### config.mk
export PLATFORM = sky130hd
export DESIGN_NAME = fft_tw_sched
export DESIGN_NICKNAME = d
export VERILOG_FILES = /design/src/rtl/fft_tw_sched_pkg.sv /design/src/rtl/fft_bf_addr_gen.sv /design/src/rtl/fft_tw_sched.sv
export SDC_FILE = /design/constraint.sdc
export NUM_CORES = 1
export LEC_CHECK = 0
export ABC_AREA = 1
export CAP_MARGIN = 30
export CELL_PAD_IN_SITES_DETAIL_PLACEMENT = 0
export CELL_PAD_IN_SITES_GLOBAL_PLACEMENT = 1
export CORE_MARGIN = 2
export CORE_UTILIZATION = 33
export DETAILED_ROUTE_END_ITERATION = 8
export PLACE_DENSITY_LB_ADDON = 0.1
export RECOVER_POWER = 50
export SYNTH_ARGS = -nofsm -noshare
export SYNTH_HDL_FRONTEND = slang
export SYNTH_SLANG_ARGS = --single-unit
### constraint.sdc
create_clock -name clk -period 2.8 [get_ports clk]
set_input_delay 0.56 -clock clk [delete_from_list [all_inputs] [get_ports clk]]
set_output_delay 0.56 -clock clk [all_outputs]
set_load 0.01 [all_outputs]
### src/rtl/fft_tw_sched_pkg.sv
// fft_tw_sched_pkg: shared FFT scheduler types, size limits and twiddle ROM geometry.
package fft_tw_sched_pkg;
    localparam int MAX_LOG2N_DEF = 10;
    localparam int MIN_LOG2N     = 3;
    localparam int TW_W          = 10;

    typedef enum logic [1:0] {IDLE, RUN, WAIT, FIN} state_t;

    function automatic logic log2n_legal(input logic [3:0] n, input int max_log2n);
        return (n >= 4'(MIN_LOG2N)) && (n <= 4'(max_log2n));
    endfunction
endpackage

### src/rtl/fft_bf_addr_gen.sv
// fft_bf_addr_gen: maps butterfly counter k and stage s to in-place operand addresses and twiddle index.
module fft_bf_addr_gen
    import fft_tw_sched_pkg::*;
#(
    parameter int AW = 10
) (
    input  logic [AW-2:0]   i_k,
    input  logic [3:0]      i_s,
    output logic [AW-1:0]   o_addr_a,
    output logic [AW-1:0]   o_addr_b,
    output logic [TW_W-1:0] o_tw_idx
);
    logic [AW-1:0] w_k;
    logic [AW-1:0] w_h;
    logic [AW-1:0] w_j;

    assign w_k      = {1'b0, i_k};
    assign w_h      = AW'(1) << i_s;
    assign w_j      = w_k & (w_h - AW'(1));
    // group index g=k>>s lands at g*2h, the in-group offset j fills the low bits
    assign o_addr_a = ((w_k >> i_s) << (i_s + 4'd1)) | w_j;
    assign o_addr_b = o_addr_a | w_h;
    assign o_tw_idx = TW_W'(w_j) << (4'(TW_W - 1) - i_s);
endmodule

### src/rtl/fft_tw_sched.sv
// fft_tw_sched: radix-2 in-place FFT butterfly/twiddle scheduler with stage handshaking.
module fft_tw_sched
    import fft_tw_sched_pkg::*;
#(
    parameter int MAX_LOG2N = MAX_LOG2N_DEF,
    parameter int AW        = MAX_LOG2N
) (
    input  logic            clk,
    input  logic            rst,
    input  logic            i_start,
    input  logic [3:0]      i_log2n,
    input  logic            i_abort,
    input  logic            i_stage_ack,
    input  logic            i_bf_ready,
    output logic            o_bf_valid,
    output logic [AW-1:0]   o_addr_a,
    output logic [AW-1:0]   o_addr_b,
    output logic [TW_W-1:0] o_tw_idx,
    output logic [3:0]      o_stage,
    output logic            o_last_bf,
    output logic            o_busy,
    output logic            o_done
);
    state_t        r_state;
    state_t        w_next;
    logic [3:0]    r_l;
    logic [3:0]    r_s;
    logic [AW-2:0] r_k;
    logic          r_done;
    logic [AW-2:0] w_kmax;
    logic          w_last;
    logic          w_hs;
    logic          w_accept;
    logic [AW-1:0] w_a;
    logic [AW-1:0] w_b;
    logic [TW_W-1:0] w_tw;

    fft_bf_addr_gen #(.AW(AW)) u_addr (
        .i_k      (r_k),
        .i_s      (r_s),
        .o_addr_a (w_a),
        .o_addr_b (w_b),
        .o_tw_idx (w_tw)
    );

    assign w_kmax   = {(AW-1){1'b1}} >> (4'(AW) - r_l);
    assign w_last   = r_k == w_kmax;
    assign w_hs     = o_bf_valid & i_bf_ready;
    assign w_accept = (r_state == IDLE) & i_start & log2n_legal(i_log2n, MAX_LOG2N);

    always_comb begin
        w_next = r_state;
        if (r_state != IDLE && i_abort)
            w_next = IDLE;
        else
            case (r_state)
                IDLE:    w_next = w_accept ? RUN : IDLE;
                RUN:     w_next = (w_hs && w_last) ? ((r_s == r_l - 4'd1) ? FIN : WAIT) : RUN;
                WAIT:    w_next = i_stage_ack ? RUN : WAIT;
                FIN:     w_next = i_stage_ack ? IDLE : FIN;
                default: w_next = IDLE;
            endcase
    end

    always_ff @(posedge clk) begin
        if (rst) begin
            r_state <= IDLE;
            r_l     <= '0;
            r_s     <= '0;
            r_k     <= '0;
            r_done  <= 1'b0;
        end else begin
            r_state <= w_next;
            r_l     <= w_accept ? i_log2n : r_l;
            r_k     <= (r_state == RUN && w_next == RUN) ? r_k + (AW-1)'(w_hs) : '0;
            r_s     <= (r_state == WAIT && w_next == RUN) ? r_s + 4'd1 :
                       (w_next == IDLE) ? '0 : r_s;
            r_done  <= (r_state == FIN) & i_stage_ack & ~i_abort;
        end
    end

    assign o_bf_valid = r_state == RUN;
    assign o_busy     = r_state != IDLE;
    assign o_done     = r_done;
    assign o_stage    = r_s;
    assign o_last_bf  = o_bf_valid & w_last;
    assign o_addr_a   = o_bf_valid ? w_a : '0;
    assign o_addr_b   = o_bf_valid ? w_b : '0;
    assign o_tw_idx   = o_bf_valid ? w_tw : '0;
endmodule

==> metrics <==
Fin. Hold Viols 0; row count 33; gpl congestion 0.885; cell-internal power 0.520 mW; initial antenna violation count 0; Synth Warn # 0; Min-Delay Path Class register to register; unrepaired setup endpoints after global routing true; post-synthesis register bit count 20; synth unique cells 43; routed wire length 10400 µm; maximum clock insertion buffer count 2; predominant post-synthesis flop cell dfxtp_1; sequential cell area 412 µm²; Seq/Total Area, Yosys 14.7%; Detailed Place HPWL 8270 µm; Initial DRC Count 160; CTS H-tree lvls 1; vias post-DR 3628; net load switching power 0.259 mW; global-route met3 utilization 1.76%; final non-filler cell total 728; Rel. slew slack 77.3%; first-pass GRT wire length 16100 µm; CP Max Fanout 6; sequential share of power 38.0%; CTS tree yes; # fillers 879; critical path type register to output pin; area of the multi-input gates 2250 µm²; Cells after Synth 479; antenna-violating nets left 0; most instantiated cells after synthesis nand2_1, inv_1, nand3_1; met2 usage 42.9%; vias in the first global route 3420; count leader, synth nand2_1; ys async rst share 0%; port bufs 47; Die Y 94.9 µm; CTS Sinks 20; All-Layer GR Usage 23.1%; final core utilization 53.8%; ant diodes 0; core box area 8090 µm²; per-cell routed wire length 14.3 µm; max-slew violation count 0; Avg Vias per Cell 4.98; Layout Nets 650; die area 9000 µm²; combinational power share 32.6%; Final setup viols 12; leakage power 2.06 nW; worst hold margin 0.505 ns; switch share 33.2%; DRT Pass-1 Iters 5; Final Critical Period 2.97 ns; CTS root buf clkbuf_8; busiest grt layer met2; initial core utilization 33.7%; total CTS buffers 3; CP required 2.24 ns; Clock Latency Late Sink 0.26 ns; worst vdd ir 0.292 mV; Worst setup EP type output pin; Worst Setup Start Kind register; clock power share 29.5%; largest net degree at the start of global routing 26; I/O Pins 48; skew final 0.00172 ns; EDFF count, synth 0; die width 94.9 µm; cell taking the most area after synthesis nand2_1; final worst-path cycle share 106%; Post-Syn Nets 505; met1 Usage GRT 27.1%; Synth Cell Area 2720 µm²; worst-margin pin slew 0.340 ns; Inst Count DP 713; violated checks negative setup slack; Max Cap Viol 0; status complete, but fails checks; synth top area cells nand2_1, dfxtp_1, inv_1; DR DRC count 0; Avg Inst Size Synth 5.69 µm²; layout cell share with drive strength beyond 1 35.8%; Worst Slack Setup Final -0.165 ns; Worst-path clk slew 0.08 ns; top-area cell type share of the netlist area 16.8%; crit path DAT 2.41 ns; Area growth, synth to finish 59.9%; power per standard cell area 179 nW/µm²; residual overflow from global routing 0; fmax 337 MHz
-- area by class of cell --
type	instances	area share (%)
Sequential cell	20	9.45
Timing Repair Buffer	157	28.8
Multi-Input combinational cell	377	51.7
Clock buffer	4	1.26
Tap cell	105	3.02
Inverter	65	5.77
-- layer usage --
metal / part of all wire (%) / vias to the layer above
met5: 0 / -
met4: 3.6 / 0
met3: 2.9 / 23
met2: 51 / 72
met1: 43 / 1671
li1: - / 1862
-- registers in the layout (all words and copies together), names as in the netlist --
signal	count
r_state	2
o_stage	4
o_done	1
r_k	9
r_l	4
-- layout by cell type (no fill, tap or decap), types with 6 or more instances in the layout --
cell type	count
buf_4	102
clkdlybuf4s50_1	13
o21ai_2	11
nand3_1	41
nand2_2	16
nor3_1	11
nor2_1	31
ha_1	8
nor2_2	11
a21oi_1	21
dfxtp_1	15
inv_1	53
xor2_1	13
o21ai_0	13
buf_2	17
nand2_1	114
o21ai_1	22
inv_2	8
a31oi_1	6
-- timing repair --
action,CTS,global route
cloned,0,1
endpoints found under the setup margin,31,31
setup buffers,4,6
pin swaps,7,15
hold buffers,0,0
gates resized for setup,151,47
-- worst paths after layout --
path / startpoint / endpoint / slack [ns] / cells after the start
worst max-delay path: o_stage[0]$_SDFFE_PP0P_ / o_tw_idx[8] / -0.17 / 14
worst min-delay path: r_state[0]$_SDFF_PP0_ / o_done$_SDFF_PP0_ / 0.50 / 2
worst max register to register: r_state[0]$_SDFF_PP0_ / r_k[8]$_SDFF_PP0_ / 0.32 / 12
worst min register to register: r_state[0]$_SDFF_PP0_ / o_done$_SDFF_PP0_ / 0.50 / 2
-- critical path, cell delays in order (launching register included) --
cell	delay, ns
dfxtp_4	0.40
ha_2	0.21
ha_2	0.19
nand2_2	0.10
nand2_2	0.07
nor2_4	0.14
nand3_1	0.10
xor2_1	0.18
nand3_1	0.11
o21ai_2	0.09
nand2_1	0.06
o21ai_0	0.07
o21ai_1	0.09
a21oi_2	0.12
clkdlybuf4s15_2	0.22
-- power groups by stage --
stage / logic, mW / registers, mW / clock network [mW]
after global placement: 0.244 / 0.304 / 0
after global routing: 0.283 / 0.297 / 0.242
after detailed placement: 0.247 / 0.304 / 0
after CTS: 0.253 / 0.296 / 0.233
final: 0.254 / 0.296 / 0.230
after floorplan: 0.147 / 0.303 / 0
-- through the flow --
step / setup TNS [ns] / area [µm²] / setup slack [ns] / total power [mW]
detailed placement: -6.80 / 4020 / -0.400 / 0.551
finish: -0.870 / 4360 / -0.165 / 0.779
global placement: -6.30 / 4020 / -0.346 / 0.547
global route: -4.64 / 4360 / -0.314 / 0.822
CTS: -1.07 / 4150 / -0.171 / 0.783
floorplan: 0 / 2770 / 0.0137 / 0.450
-- cell families after synthesis --
kind of cell,share of synthesized area [%]
AO/OA/AOI/OAI,19.0
adder cells (fa/ha/maj),7.35
multiplexers,1.10
XOR/XNOR,6.11
flip-flops,14.7
AND/OR/NAND/NOR,39.8
buffers and inverters,11.9
Power figures use the tool's default switching activity.
